$ cat src/rtl/writeback_unit.sv
// rtl/writeback_unit.sv - register-file writeback merge of ALU results and formatted load returns
//
// Purpose:
//   Last pipeline stage. It owns the single write port of the 32x32 register
//   file. ALU results go straight to the port and win by default. Load returns
//   are formatted on arrival and queued in a small FIFO. The FIFO drains
//   whenever the ALU path is idle. If the ALU keeps the port busy, the FIFO
//   head takes the port once it has waited STARVE_LIMIT cycles.
//
// Ports:
//   clk, reset        - clock and asynchronous active-high reset
//   alu_valid/rd/result
//                     - ALU writeback request
//   alu_stall         - ALU request not taken this cycle; upstream holds it
//   ld_valid/ready    - load-return handshake
//   ld_rd/data/funct3/byte_off
//                     - load return: destination, raw aligned word, RISC-V
//                       funct3 and address[1:0]
//   rf_write_enable/addr/data
//                     - registered register-file write port
//   lq_count          - load FIFO occupancy

module writeback_unit #(
    parameter int LQ_DEPTH     = 4,
    parameter int STARVE_LIMIT = 3
) (
    input  logic                          clk,
    input  logic                          reset,
    input  logic                          alu_valid,
    input  logic [4:0]                    alu_rd,
    input  logic [31:0]                   alu_result,
    output logic                          alu_stall,
    input  logic                          ld_valid,
    output logic                          ld_ready,
    input  logic [4:0]                    ld_rd,
    input  logic [31:0]                   ld_data,
    input  logic [2:0]                    ld_funct3,
    input  logic [1:0]                    ld_byte_off,
    output logic                          rf_write_enable,
    output logic [4:0]                    rf_write_addr,
    output logic [31:0]                   rf_write_data,
    output logic [$clog2(LQ_DEPTH+1)-1:0] lq_count
);

    localparam int PW = $clog2(LQ_DEPTH);
    localparam int CW = $clog2(LQ_DEPTH + 1);
    localparam int SW = $clog2(STARVE_LIMIT + 1);

    localparam logic [CW-1:0] FULL_COUNT = CW'(LQ_DEPTH);
    localparam logic [SW-1:0] LIMIT      = SW'(STARVE_LIMIT);

    // FIFO storage: destination register and already-formatted data
    logic [4:0]  rd_mem   [LQ_DEPTH];
    logic [31:0] data_mem [LQ_DEPTH];

    logic [PW-1:0] wr_ptr;
    logic [PW-1:0] rd_ptr;
    logic [CW-1:0] count;
    logic [SW-1:0] starve;

    logic          lq_empty;
    logic          stall_mode;
    logic          alu_write;
    logic          push;
    logic          pop;
    logic [CW-1:0] count_next;
    logic [SW-1:0] starve_next;
    logic [31:0]   formatted;

    // Byte/halfword extraction and extension by RISC-V load funct3.
    // Reserved encodings behave as LW.
    function automatic logic [31:0] format_load(
        input logic [31:0] data,
        input logic [2:0]  funct3,
        input logic [1:0]  off
    );
        logic [31:0] shifted;
        logic [7:0]  byte_sel;
        logic [15:0] half_sel;
        shifted  = data >> {off, 3'b000};
        byte_sel = shifted[7:0];
        half_sel = off[1] ? data[31:16] : data[15:0];
        case (funct3)
            3'b000:  format_load = {{24{byte_sel[7]}}, byte_sel};
            3'b001:  format_load = {{16{half_sel[15]}}, half_sel};
            3'b100:  format_load = {24'd0, byte_sel};
            3'b101:  format_load = {16'd0, half_sel};
            default: format_load = data;
        endcase
    endfunction

    assign formatted = format_load(ld_data, ld_funct3, ld_byte_off);

    // Arbitration uses only registered state plus the current ALU request.
    // alu_stall therefore never depends on alu_valid.
    assign lq_empty   = (count == '0);
    assign stall_mode = !lq_empty && (starve >= LIMIT);
    assign alu_stall  = stall_mode;
    assign alu_write  = !stall_mode && alu_valid && (alu_rd != 5'd0);

    // The FIFO drains whenever the ALU does not take the port. This covers a
    // starvation preemption and an ALU request aimed at x0, which is consumed
    // without a write.
    assign pop  = !lq_empty && !alu_write;

    // Loads to x0 complete the handshake but are never queued
    assign push = ld_valid && ld_ready && (ld_rd != 5'd0);

    always_comb begin
        count_next = count;
        case ({push, pop})
            2'b10:   count_next = count + CW'(1);
            2'b01:   count_next = count - CW'(1);
            default: count_next = count;
        endcase
    end

    // Counts consecutive cycles the head has been passed over, saturating
    always_comb begin
        starve_next = starve;
        if (lq_empty || pop) begin
            starve_next = '0;
        end else if (starve != LIMIT) begin
            starve_next = starve + SW'(1);
        end
    end

    // Storage is left unreset; only entries between the pointers are ever read
    always_ff @(posedge clk) begin
        if (push) begin
            rd_mem[wr_ptr]   <= ld_rd;
            data_mem[wr_ptr] <= formatted;
        end
    end

    always_ff @(posedge clk or posedge reset) begin
        if (reset) begin
            wr_ptr          <= '0;
            rd_ptr          <= '0;
            count           <= '0;
            starve          <= '0;
            ld_ready        <= 1'b0;
            rf_write_enable <= 1'b0;
            rf_write_addr   <= 5'd0;
            rf_write_data   <= 32'd0;
        end else begin
            count    <= count_next;
            starve   <= starve_next;
            // Registered from the next occupancy so ld_ready never follows ld_valid
            ld_ready <= (count_next != FULL_COUNT);

            // Pointers wrap naturally because LQ_DEPTH is a power of two
            if (push) begin
                wr_ptr <= wr_ptr + PW'(1);
            end
            if (pop) begin
                rd_ptr <= rd_ptr + PW'(1);
            end

            rf_write_enable <= pop || alu_write;
            if (pop) begin
                rf_write_addr <= rd_mem[rd_ptr];
                rf_write_data <= data_mem[rd_ptr];
            end else if (alu_write) begin
                rf_write_addr <= alu_rd;
                rf_write_data <= alu_result;
            end
        end
    end

    assign lq_count = count;

endmodule

$ cat config.mk
export PLATFORM = sky130hd
export DESIGN_NAME = writeback_unit
export DESIGN_NICKNAME = d
export VERILOG_FILES = /design/src/rtl/writeback_unit.sv
export SDC_FILE = /design/constraint.sdc
export NUM_CORES = 1
export LEC_CHECK = 0
export BUFFER_PORTS_ARGS = -buffer_cell sky130_fd_sc_hd__buf_4
export CAP_MARGIN = 0
export CORE_AREA = 2 2 189 191
export CTS_CLUSTER_DIAMETER = 80
export CTS_CLUSTER_SIZE = 24
export DETAILED_ROUTE_END_ITERATION = 8
export DIE_AREA = 0 0 191 193
export PLACE_DENSITY = 0.4
export SLEW_MARGIN = 20
export SYNTH_ARGS = -nofsm -noshare
export SYNTH_HDL_FRONTEND = slang
export SYNTH_SLANG_ARGS = --single-unit
export TNS_END_PERCENT = 20
$ cat constraint.sdc
create_clock -name clk -period 5.15 [get_ports clk]
set_clock_uncertainty 0.2 [all_clocks]
set_input_delay 1.03 -clock clk [delete_from_list [all_inputs] [get_ports clk]]
set_output_delay 1.03 -clock clk [all_outputs]
set_load 0.05 [all_outputs]
# Word level (Yosys, flattened, before mapping)
# Memories as Yosys holds them, arrays and structs flattened.
# Index checks and enable logic that the tools add are counted.
[word_totals]
input_bits = 83
reg_bits = 48
wordCells = 52
n_memories = 2
ramBits = 148
out_inout_bits = 43
[memory_table]
columns = ["name", "words", "word_bits", "rd", "rd_ports_with_merged_regs", "write_ports", "line_no", "source"]
rows = [
  ["data_mem", 4, 32, 1, 0, 1, "54", "logic [31:0] data_mem [LQ_DEPTH];"],
  ["rd_mem", 4, 5, 1, 0, 1, "53", "logic [4:0] rd_mem [LQ_DEPTH];"],
]
[classes]
n_lt_le_gt_ge = 1
n_mux = 11
n_eq_ne = 7
reduce_logical = 17
n_addsub = 5
n_shift = 1
[op_table]
columns = ["cell", "count"]
rows = [
  ["case mux 32 bit (4 select lines)", 1],
  ["two-way mux 32 bit", 2],
  ["right shift 32 x 5 -> 8 bit", 1],
  ["two-way mux 16 bit", 1],
  ["two-way mux 5 bit", 2],
  ["nonzero test 5 bit", 2],
  ["adder 2 x 1 -> 2 bit (second input constant)", 3],
  ["equality test 3 bit (second input constant)", 2],
  ["logical AND 1 bit", 6],
  ["zero test 3 bit", 2],
  ["case mux 3 bit (2 select lines)", 1],
  ["two-way mux 2 bit", 2],
  ["nonzero test 2 bit", 2],
  ["adder 3 x 1 -> 3 bit (second input constant)", 1],
  ["equality test 3 x 1 -> 1 bit (second input constant)", 1],
  ["zero test 1 bit", 3],
  ["inequality test 3 bit (second input constant)", 1],
  ["subtractor 3 x 1 -> 3 bit (second input constant)", 1],
  ["equality test 2 x 1 -> 1 bit (second input constant)", 1],
  ["equality test 2 bit (second input constant)", 1],
  [">= comparator 2 bit (second input constant)", 1],
  ["logical OR 1 bit", 2],
  ["two-way mux 1 bit", 2],
  ["inequality test 2 bit (second input constant)", 1],
]

# Longest topological paths before layout
# Gate-level depths: netlist of run 1.
[depth]
depth_word = 11
mapped_depth = 12
ltp_nobuf = 11

# Least setup slack after synthesis of run 1
# Ideal clock, no wire load.
[synth_path]
kind = "input-to-reg"
from = "in ld_rd[1]"
to = "reg ld_ready"
setup_slack_ns = 1.954
path_buffers = 0
stages = 10
arrival_ns = 2.871
path_cell_list = "or3_1 -> o311a_1 -> inv_1 -> ha_1 -> inv_1 -> fa_1 -> xor2_1 -> nor2_1 -> xor2_1 -> nand2_1"
[synth_between]
elab_chain_cells = 5
elab_cells_between_ends = 6
classes_between = "eq/ne: 3; mux: 1; reduce/logical: 2"
[synth_rtl]
columns = ["item", "line_no", "source"]
rows = [
  ["start: declaration", "35", "input logic [4:0] ld_rd,"],
  ["nonzero test 5 bit *", "107", "assign push = ld_valid && ld_ready && (ld_rd != 5'd0);"],
  ["logical AND 1 bit *", "107", ""],
  ["equality test 2 x 1 -> 1 bit / equality test 2 bit (equally long branches)", "111", "case ({push, pop})"],
  ["case mux 3 bit (2 select lines) *", "111", ""],
  ["net count_next[2]", "66", "logic [CW-1:0] count_next;"],
  ["inequality test 3 bit *", "150", "ld_ready <= (count_next != FULL_COUNT);"],
  ["end signal: assignment", "150", ""],
  ["end: declaration", "34", "output logic ld_ready,"],
]
# The timed path passes the listed nets; every way through them passes the cells marked *.
# A chain may end at the register's enable or synchronous reset.

# Worst setup path in the final report of run 1
[layout_path]
from = "in alu_rd[0]"
to = "reg rf_write_addr[1]"
[layout_between]
elab_chain_cells = 5
elab_cells_between_ends = 6
classes_between = "mux: 1; reduce/logical: 5"
[layout_rtl]
columns = ["item", "line_no", "source"]
rows = [
  ["start: declaration", "30", "input logic [4:0] alu_rd,"],
  ["nonzero test 5 bit *", "99", "assign alu_write = !stall_mode && alu_valid && (alu_rd != 5'd0);"],
  ["logical AND 1 bit *", "99", ""],
  ["zero test 1 bit", "104", "assign pop = !lq_empty && !alu_write;"],
  ["logical AND 1 bit", "104", ""],
  ["two-way mux 5 bit / nonzero test 2 bit (equally long branches)", "n/a", ""],
  ["end signal: assignment", "162", "rf_write_addr <= rd_mem[rd_ptr];"],
  ["end signal: assignment", "165", "rf_write_addr <= alu_rd;"],
  ["end: declaration", "40", "output logic [4:0] rf_write_addr,"],
]
# Mark *: on every way between the ends. The rest lies on a longest branch, timed or not.

==> results of run 1 <==
==> registers in the layout, indices dropped and copies added (netlist names), 2 cells and up <==
signal and count:
rd_ptr 2, rf_write_addr 5, rf_write_data 32, data_mem 128, starve 2, lq_count 3
wr_ptr 2, rd_mem 20
==> per-layer routing <==
metal / vias to the layer above / global-route usage
met2: 147 / 0.2147
met1: 2537 / 0.1656
met5: - / 0
li1: 2219 / -
met3: 16 / 0.02787
met4: 0 / 0.03965
==> kinds of logic after synthesis <==
family / after synthesis
XOR/XNOR: 6
buffers and inverters: 46
AO/OA/AOI/OAI: 78
flip-flops: 196
multiplexers: 39
adder cells (fa/ha/maj): 7
AND/OR/NAND/NOR: 122
==> cells in the mapped netlist (all sizes together) <==
library cell,n,area share
and3b,1,0.0011
nor2b,1,0.00076
fa,1,0.0024
a22o,7,0.0075
nor3b,37,0.034
o22a,8,0.0085
mux4,38,0.10
nor2,10,0.0055
a221oi,2,0.0021
or3,2,0.0015
xnor2,2,0.0021
mux2i,1,0.0012
a221o,43,0.052
o211ai,1,0.00091
inv,12,0.0055
nand2,51,0.023
xor2,4,0.0043
clkbuf,14,0.0064
and2,6,0.0046
a21oi,4,0.0024
nand2b,2,0.0015
ha,6,0.0091
buf,19,0.013
clkinv,1,0.00046
o21ai,3,0.0018
a31oi,8,0.0061
o311a,1,0.0012
nor3,10,0.0061
dfrtp,48,0.15
and3,1,0.00076
nor4,1,0.00076
edfxtp,148,0.54
a21bo,1,0.0012
==> per-stage QoR <==
step           worst slack (ns)  cells  hold WS [ns]
3_5_place_dp              1.577   1058        0.2587
2_1_floorplan             1.954    494        0.2169
6_report                  2.027   1090        0.2573
3_3_place_gp              1.628   1058        0.2296
4_1_cts                   2.043   1090        0.2682
5_1_grt                   1.885   1090        0.2790
==> final cells by class <==
class | instances | area (um^2) | area share
well taps | 461 | 576.8 | 0.05623
repair buffers | 136 | 1021 | 0.09954
clock inverters | 14 | 153.9 | 0.01500
multi-input cells | 252 | 2381 | 0.2321
inverters | 13 | 48.80 | 0.004757
clock buffers | 18 | 429.2 | 0.04184
flip-flops and latches | 196 | 5647 | 0.5505
==> how the worst max path moves through the flow <==
stage	depth (start not counted)	from	to
after floorplan	10	ld_rd[1]	ld_ready$_DFF_PP0_
final	6	alu_rd[0]	rf_write_addr[1]$_DFFE_PP0P_
after detailed placement	6	alu_rd[0]	rf_write_data[5]$_DFFE_PP0P_
after global placement	6	alu_rd[0]	rf_write_addr[2]$_DFFE_PP0P_
after global routing	6	alu_rd[0]	rf_write_data[5]$_DFFE_PP0P_
after CTS	6	alu_rd[0]	rf_write_addr[1]$_DFFE_PP0P_
==> where the power goes <==
part	total [uW]	internal (uW)	leakage (uW)	switching (uW)
sequential	2370	2130	0.00193	240
clock	1320	723	0.000283	602
combinational	2170	846	0.00155	1320
total	5860	3700	0.00377	2160
==> results.ini, run 1 <==
[worst_setup_path]
path_max_fanout = 20
cpMostUsedCell = buf_4
r2r-start = lq_count[0]$_DFF_PP0_
cp.required_ns = 5.32
worst-path-buf-inv = 2
critPathKind = in -> reg
crit_slowest_cell = and2_1
critPathLaunchType = input port
rr_endpoint = rf_write_addr[1]$_DFFE_PP0P_
cp_slowest_stage_delay_ns = 0.84
end_kind = flip-flop
path_delay_family = simple AND/OR/NAND/NOR gates
cp_cell_sequence = buf_4 -> nor3_1 -> a21bo_2 -> and2_1 -> buf_4 -> a221o_1
cp.arrival_ns = 3.29
r2r_cells = 5
r2r_slack_ns = 2.16

[die]
core_area_mm2 = 0.03496
die_h_um = 193
io_pins = 126
die_w_um = 191
core.rowCount = 69
die_area_mm2 = 0.03686
initial_core_util = 0.2349

[synthesis]
synthCells = 494
synthXorXnorAreaFrac = 0.006398
yosysSeqAreaShare = 0.6873
synth_fa_ha_area_frac = 0.01158
synthSimpleGateAreaFrac = 0.07966
synth_top_family_by_area = multiplexers
synth_cell_types = 35
synth_compound_area_frac = 0.08423
avgSynthCellArea_um2 = 16.63
syn_area_mm2 = 0.008214
ys_ff_latch = 196
syn_nets = 584
ys_warn_count = 0
synthMuxAreaShare = 0.1054

[clocking]
cts-root-buf = clkbuf_16
clk_pin_slew_ns = 0.07
clock_sinks = 196
cts_max_level = 4
postCtsSetupRepairBufs = 0
cts_buffers = 17
cts_buffer_depth = 2
insertion_delay_ns = 0.44
cts_tree = built
cts_resized = 0
hold_buffers = 0

[route]
ant_nets = 0
routed_via_density = 4.513
drtIter0Drc = 376
topRoutingLayerUsed = met4
drt-total-wl_um = 22760
route.vias.total = 4919
met1_length_um = 10060
drc = 0
firstDrtPassIters = 5
wire_per_inst_um = 20.88
met3_length_um = 1189
wl_met2_um = 11190

[power]
vdd_drop_max_mv = 0.2528
p_leak_uw = 0.003769
fin_total_pwr_uw = 5863
powerDensity_mw_per_mm2 = 571.6

[global_routing]
grt_max_degree = 49
grt_pass1_wl_um = 33700
antenna_found_initial = 0
overflow = 0
grt_use_total = 0.1280
grt_pass1_vias = 5310

[sta]
maxSlewViolCount = 0
fin_setup_tns_ns = 0
rsz0062_at_grt = no
layout_min_cycle_time_ns = 3.123
setup_viol = 0
slew_headroom = 0.2789
fmax_mhz = 320.2
worst_pin_slew_ns = 1.079
hold_violations = 0
post-route-period-util = 0.6063

[flow_run]
drv_cap = 0

[final_layout]
fillCellCount = 3524
stdcell_area_mm2 = 0.01026
final_nets = 706
final_common_cell = edfxtp_1
antennaDiodeCount = 0
area_delta_synth_final_pct = 24.87
most-common-layout-cells = 148 x edfxtp_1, 136 x buf_4, 51 x nand2_1, 47 x dfrtp_1, 43 x a221o_1
drive_gt1_frac = 0.3386
post-route-util = 0.2934

[hold_path]
worstHoldEndpoint = starve[0]$_DFFE_PP0P_
min_path_cells = 1
hp-start = starve[0]$_DFFE_PP0P_
hp-class = reg -> reg

[place]
gp_congestion = 0.7456
placed_area_mm2 = 0.009674
place.port_buffers = 125
dp_hpwl_um = 14880

[status]
status = complete, no violations

Power figures use the tool's default switching activity.
==> run 2, diff against run 1 <==
clock period = 3.05 ns   (was 5.15 ns; I/O delays follow)
==> run 2 against run 1 <==
First-iteration DRC count down 7.2%. Total power up 69%. Clock power up 64%. Sequential cell count unchanged. Design area up 1.1%. Clock-buffer cell count up 1. Non-clock buffer count up 12. Global-route usage down 0.11 points. Via count up 2.8%. Critical path type unchanged. Critical endpoint is now ld_ready$_DFF_PP0_. Highest routed layer unchanged.
==> results.ini, run 2 (synthesis gave the netlist of run 1 again) <==
[status]
status = complete, no violations  ; unchanged

[clocking]
cts_resized = 0  ; unchanged
clock_sinks = 196  ; unchanged
cts_tree = built  ; unchanged
hold_buffers = 0  ; unchanged
cts-root-buf = clkbuf_16  ; unchanged
cts_buffer_depth = 2  ; unchanged
cts_buffers = 17  ; unchanged
postCtsSetupRepairBufs = 0  ; unchanged
insertion_delay_ns = 0.44  ; about the same
cts_max_level = 4  ; unchanged
clk_pin_slew_ns = 0.08  ; was 0.07 ns

[global_routing]
grt_max_degree = 41  ; was 49
antenna_found_initial = 0  ; unchanged
grt_pass1_vias = 5356  ; was 5310
grt_use_total = 0.1270  ; was 0.1280
grt_pass1_wl_um = 33810  ; was 33700 um
overflow = 0  ; unchanged

[power]
p_leak_uw = 0.003828  ; was 0.003769 uW
vdd_drop_max_mv = 0.4813  ; was 0.2528 mV
powerDensity_mw_per_mm2 = 957.5  ; was 571.6 mW/mm^2

[sta]
whs_ns = 0.02200  ; was 0.2573 ns
worst_pin_slew_ns = 0.6357  ; was 1.079 ns
hold_violations = 0  ; unchanged
layout_min_cycle_time_ns = 2.538
post-route-period-util = 0.8320
slew_headroom = 0.5762  ; was 0.2789
fmax_mhz = 394.1
setup_viol = 0  ; unchanged
fin_setup_tns_ns = 0  ; unchanged
maxSlewViolCount = 0  ; unchanged
rsz0062_at_grt = no  ; unchanged

[route]
ant_nets = 0  ; unchanged
drt-total-wl_um = 22620  ; was 22760 um
route.vias.total = 5059  ; was 4919
firstDrtPassIters = 4  ; was 5
routed_via_density = 4.591  ; was 4.513
wire_per_inst_um = 20.53  ; was 20.88 um
drtIter0Drc = 349  ; was 376
drc = 0  ; unchanged

[hold_path]
hp-class = in -> async  ; was reg -> reg

[worst_setup_path]
cp_slowest_stage_delay_ns = 0.38  ; was 0.84 ns
critPathLaunchType = input port  ; unchanged
cp.arrival_ns = 2.66  ; was 3.29 ns
critPathKind = in -> reg  ; unchanged
path_max_fanout = 5  ; was 20
path_delay_family = simple AND/OR/NAND/NOR gates  ; unchanged
cp.required_ns = 3.17  ; was 5.32 ns
cp_cell_sequence = buf_4 -> or3_1 -> o311a_1 -> inv_1 -> ha_1 -> inv_1 -> fa_1 -> xor2_1 -> nor2_1 -> xor2_1 -> nand2_1  ; was buf_4 -> nor3_1 -> a21bo_2 -> and2_1 -> buf_4 -> a221o_1
worst-path-buf-inv = 3  ; was 2
end_kind = flip-flop  ; unchanged
crit_slowest_cell = or3_1  ; was and2_1

[die]
io_pins = 126  ; unchanged
core_area_mm2 = 0.03496  ; unchanged
core.rowCount = 69  ; unchanged
initial_core_util = 0.2349  ; unchanged
die_w_um = 191  ; unchanged
die_area_mm2 = 0.03686  ; unchanged
die_h_um = 193  ; unchanged

[final_layout]
area_delta_synth_final_pct = 26.24  ; was 24.87%
top_register = data_mem  ; unchanged
fillCellCount = 3500  ; was 3524
most-common-layout-cells = 148 x edfxtp_1, 145 x buf_4, 51 x nand2_1, 47 x dfrtp_1, 43 x a221o_1  ; was 148 x edfxtp_1, 136 x buf_4, 51 x nand2_1, 47 x dfrtp_1, 43 x a221o_1
reg.largest.list = data_mem (128), rf_write_data (32), rd_mem (20)  ; unchanged
final_nets = 718  ; was 706
final_common_cell = edfxtp_1  ; unchanged
largest_register_ffs = 128  ; unchanged
antennaDiodeCount = 0  ; unchanged
drive_gt1_frac = 0.3526  ; was 0.3386

[place]
place.port_buffers = 125  ; unchanged
dp_hpwl_um = 15600  ; was 14880 um
gp_congestion = 0.7695  ; was 0.7456

[flow_run]
drv_cap = 0  ; unchanged

==> run 2: power by group <==
| group | switching, uW | internal, uW | leakage (uW) |
|---|---|---|---|
| registers | 310 | 3600 | 0.00193 |
| logic | 2350 | 1510 | 0.00163 |
| clock network | 1000 | 1160 | 0.000270 |
| total | 3660 | 6270 | 0.00383 |
==> run 2: worst paths after layout <==
path                                        from                            end  slack (ns)  depth (start not counted)
max                                     ld_rd[1]             ld_ready$_DFF_PP0_        0.51                         11
min reg2reg                starve[0]$_DFFE_PP0P_          starve[0]$_DFFE_PP0P_        0.25                          1
min                                        reset  rf_write_data[20]$_DFFE_PP0P_        0.02                          3
min in group clk                        ld_rd[1]         rd_mem[2][1]$_DFFE_PP_        0.18                          1
max reg2reg                lq_count[0]$_DFF_PP0_   rf_write_data[8]$_DFFE_PP0P_        0.65                          5
max in group asynchronous                  reset          rd_ptr[0]$_DFFE_PP0N_        2.25                          3
==> run 2: metal layers <==
metal / GRT usage / vias to the layer above / part of all wire
li1: - / 2246 / -
met1: 0.1650 / 2621 / 0.44
met2: 0.2113 / 165 / 0.49
met3: 0.02498 / 27 / 0.052
met4: 0.04532 / 0 / 0.018
met5: 0 / - / 0
==> run 2: metrics by stage <==
| step | worst slack (ns) | std cells | total power, uW | area (um^2) | utilization |
|---|---|---|---|---|---|
| 6_report | 0.5125 | 1102 | 9929 | 10370 | 0.2966 |
| 4_1_cts | 0.4651 | 1102 | 10120 | 10370 | 0.2966 |
| 3_3_place_gp | 0.09062 | 1070 | 7870 | 9802 | 0.2803 |
| 3_5_place_dp | 0.04888 | 1070 | 7926 | 9802 | 0.2803 |
| 2_1_floorplan | 0.2743 | 494 | 6540 | 8214 | - |
| 5_1_grt | 0.4173 | 1102 | 10480 | 10370 | 0.2966 |
==> run 2: area by class of cell <==
cell class	instances	area, um^2	share of cell area
inverter	13	48.80	0.004706
clock buffer	19	442.9	0.04271
clock inverter	13	125.1	0.01207
timing repair buffer	148	1149	0.1108
sequential	196	5647	0.5445
tap	461	576.8	0.05562
multi-input combinational	252	2381	0.2296
==> run 2: worst register-to-register path: stages, from the launching register on <==
cell	delay [ns]
dfrtp_1	0.45
or3_1	0.43
and2_1	0.21
nor2_4	0.41
buf_4	0.42
a221o_1	0.22
==> run 3, diff against run 2 <==
clock period = 2.4 ns   (was 3.05 ns; I/O delays follow)
==> run 3 against run 2 <==
Hold slack better by 0.052 ns. Routed wire length up 0.19%. Clock-buffer cell count down 1. Register-to-register slack worse by 0.51 ns. Largest power group is now combinational cells. Global-route usage down 0.085 points. Final cell count up 2.0%. Via count down 0.57%. Critical path type unchanged.
==> results.ini, run 3 (synthesis gave the netlist of run 1 again) <==
[worst_setup_path]
cp_slowest_stage_delay_ns = 0.38  ; about the same
r2r_cells = 10  ; was 5
worst-path-buf-inv = 3  ; unchanged
path_max_fanout = 2  ; was 5
cp.arrival_ns = 2.42  ; was 2.66 ns
r2r-start = starve[0]$_DFFE_PP0P_  ; was lq_count[0]$_DFF_PP0_
cp.depth = 11  ; unchanged
critPathLaunchType = input port  ; unchanged
cp-startpoint = ld_rd[1]  ; unchanged
end_kind = flip-flop  ; unchanged
crit_path_end = ld_ready$_DFF_PP0_  ; unchanged
crit_slowest_cell = or3_1  ; unchanged
path_delay_family = simple AND/OR/NAND/NOR gates  ; unchanged
r2r_slack_ns = 0.14  ; was 0.65 ns
rr_endpoint = ld_ready$_DFF_PP0_  ; was rf_write_data[8]$_DFFE_PP0P_
cp_cell_sequence = buf_4 -> or3_1 -> o311a_4 -> inv_2 -> ha_4 -> inv_2 -> fa_2 -> xor2_1 -> nor2_1 -> xor2_1 -> nand2_1  ; was buf_4 -> or3_1 -> o311a_1 -> inv_1 -> ha_1 -> inv_1 -> fa_1 -> xor2_1 -> nor2_1 -> xor2_1 -> nand2_1
critPathKind = in -> reg  ; unchanged
cp.required_ns = 2.52  ; was 3.17 ns

[final_layout]
top_register = data_mem  ; unchanged
largest_register_ffs = 128  ; unchanged
antennaDiodeCount = 0  ; unchanged
stdcell_area_mm2 = 0.01073  ; was 0.01037 mm^2
final_nets = 740  ; was 718
reg.largest.list = data_mem (128), rf_write_data (32), rd_mem (20)  ; unchanged
fillCellCount = 3466  ; was 3500
multiInputGateArea_mm2 = 0.002410  ; was 0.002381 mm^2
most-common-layout-cells = 154 x buf_4, 148 x edfxtp_1, 51 x nand2_1, 47 x dfrtp_1, 43 x a221o_1  ; was 148 x edfxtp_1, 145 x buf_4, 51 x nand2_1, 47 x dfrtp_1, 43 x a221o_1
ff_latch_area_mm2 = 0.005647  ; unchanged
stdcell_count = 1124  ; was 1102
final_common_cell = buf_4  ; was edfxtp_1
area_delta_synth_final_pct = 30.60  ; was 26.24%
drive_gt1_frac = 0.3816  ; was 0.3526

[power]
switchingPower_uw = 4695  ; was 3656 uW
pwr-share-clk = 0.214  ; was 0.217
p_leak_uw = 0.003993  ; was 0.003828 uW
p_int_uw = 8191  ; was 6273 uW
powerDensity_mw_per_mm2 = 1201  ; was 957.5 mW/mm^2
pwr-share-comb = 0.405  ; was 0.389
switching_share = 0.3644  ; was 0.3682
p_seq_frac = 0.381  ; was 0.394
vdd_drop_max_mv = 0.6394  ; was 0.4813 mV
fin_total_pwr_uw = 12890  ; was 9929 uW

[die]
die_h_um = 193  ; unchanged
die_w_um = 191  ; unchanged
die_area_mm2 = 0.03686  ; unchanged
initial_core_util = 0.2349  ; unchanged
core.rowCount = 69  ; unchanged
core_area_mm2 = 0.03496  ; unchanged
io_pins = 126  ; unchanged

[route]
routed_via_density = 4.475  ; was 4.591
ant_nets = 0  ; unchanged
drtIter0Drc = 408  ; was 349
drc = 0  ; unchanged
drt-total-wl_um = 22670  ; was 22620 um
firstDrtPassIters = 5  ; was 4
route.vias.total = 5030  ; was 5059
wire_per_inst_um = 20.17  ; was 20.53 um

[flow_run]
drv_cap = 0  ; unchanged

[sta]
maxSlewViolCount = 0  ; unchanged
slew_headroom = 0.6016  ; was 0.5762
hold_violations = 0  ; unchanged
setup_viol = 0  ; unchanged
fmax_mhz = 434.6
finalWorstSetupSlack_ns = 0.09913  ; was 0.5125 ns
worst_pin_slew_ns = 0.5962  ; was 0.6357 ns
rsz0062_at_grt = yes  ; was no
post-route-period-util = 0.9587
layout_min_cycle_time_ns = 2.301

[hold_path]
min_path_cells = 2
hp-class = in -> reg  ; was in -> async

[clocking]
insertion_delay_ns = 0.43  ; was 0.44 ns
clock_sinks = 196  ; unchanged
postCtsSetupRepairBufs = 0  ; unchanged
cts_max_level = 4  ; unchanged
cts_buffer_depth = 2  ; unchanged
cts_buffers = 17  ; unchanged
cts-root-buf = clkbuf_16  ; unchanged
cts_tree = built  ; unchanged
clk_pin_slew_ns = 0.07  ; was 0.08 ns

[global_routing]
grt_pass1_vias = 5213  ; was 5356
grt_max_degree = 41  ; unchanged
antenna_found_initial = 0  ; unchanged
grt_use_total = 0.1261  ; was 0.1270
grt_pass1_wl_um = 33550  ; was 33810 um
overflow = 0  ; unchanged

[place]
pre_cts_ws_ns = -0.3812  ; was 0.04888 ns
place.port_buffers = 125  ; unchanged
dp_hpwl_um = 16010  ; was 15600 um
dp.cells = 1090  ; was 1070
placed_area_mm2 = 0.01012  ; was 0.009802 mm^2
gp_congestion = 0.7727  ; was 0.7695

[status]
status = complete, no violations  ; unchanged

[run 3: changes by cell type in the layout (fill, tap and decap cells not counted), sizes merged]
cell / previous run / this run
buf: 148 / 169
clkbuf: 19 / 18
clkinvlp: 3 / 1
dlygate4sd3: 0 / 1
inv: 15 / 18
[run 3: worst min path at each step]
stage,start,end,slack [ns]
6_report,alu_result[31],rf_write_data[31]$_DFFE_PP0P_,0.07
5_1_grt,alu_result[3],rf_write_data[3]$_DFFE_PP0P_,0.06
4_1_cts,alu_result[29],rf_write_data[29]$_DFFE_PP0P_,0.05
3_5_place_dp,starve[0]$_DFFE_PP0P_,starve[0]$_DFFE_PP0P_,0.24
3_3_place_gp,starve[0]$_DFFE_PP0P_,starve[0]$_DFFE_PP0P_,0.23
2_1_floorplan,starve[0]$_DFFE_PP0P_,starve[0]$_DFFE_PP0P_,0.22
[run 3: timing repair]
item	4_1_cts	5_1_grt
endpoints found under the setup margin	31	1
endpoints found under the hold margin	17	0
resized for setup	0	1
pin swaps	3	0
hold buffers	1	0
[run 3: metal layers]
layer,GRT usage,up-vias,wire [um]
li1,-,2290,-
met1,0.1620,2594,9850
met2,0.2140,128,11430
met3,0.02588,18,1074
met4,0.03906,0,308
met5,0,-,0
[run 3: power by group through the flow]
stage                     sequential [uW]  combinational, uW  clock, uW
final                                4910               5220       2760
after global routing                 5000               5580       2960
after CTS                            4920               5340       2850
after detailed placement             4980               5330          0
after global placement               4940               5270          0
after floorplan                      6110               2220          0
[run 3: final cells by class]
class	instances	area share
Clock buffer	18	0.04000
Sequential cell	196	0.5264
Multi-Input combinational cell	252	0.2246
Timing Repair Buffer	170	0.1374
Tap cell	461	0.05377
Inverter	13	0.004549
Clock inverter	14	0.01330
[run 3: through the flow]
stage | TNS, ns | util | hold WS [ns]
after detailed placement | -4.409 | 0.2893 | 0.2355
after floorplan | -8.079 | - | 0.2169
final | 0 | 0.3068 | 0.07381
after CTS | -0.2598 | 0.3060 | 0.04911
after global placement | -1.979 | 0.2893 | 0.2314
after global routing | -0.005241 | 0.3068 | 0.05676
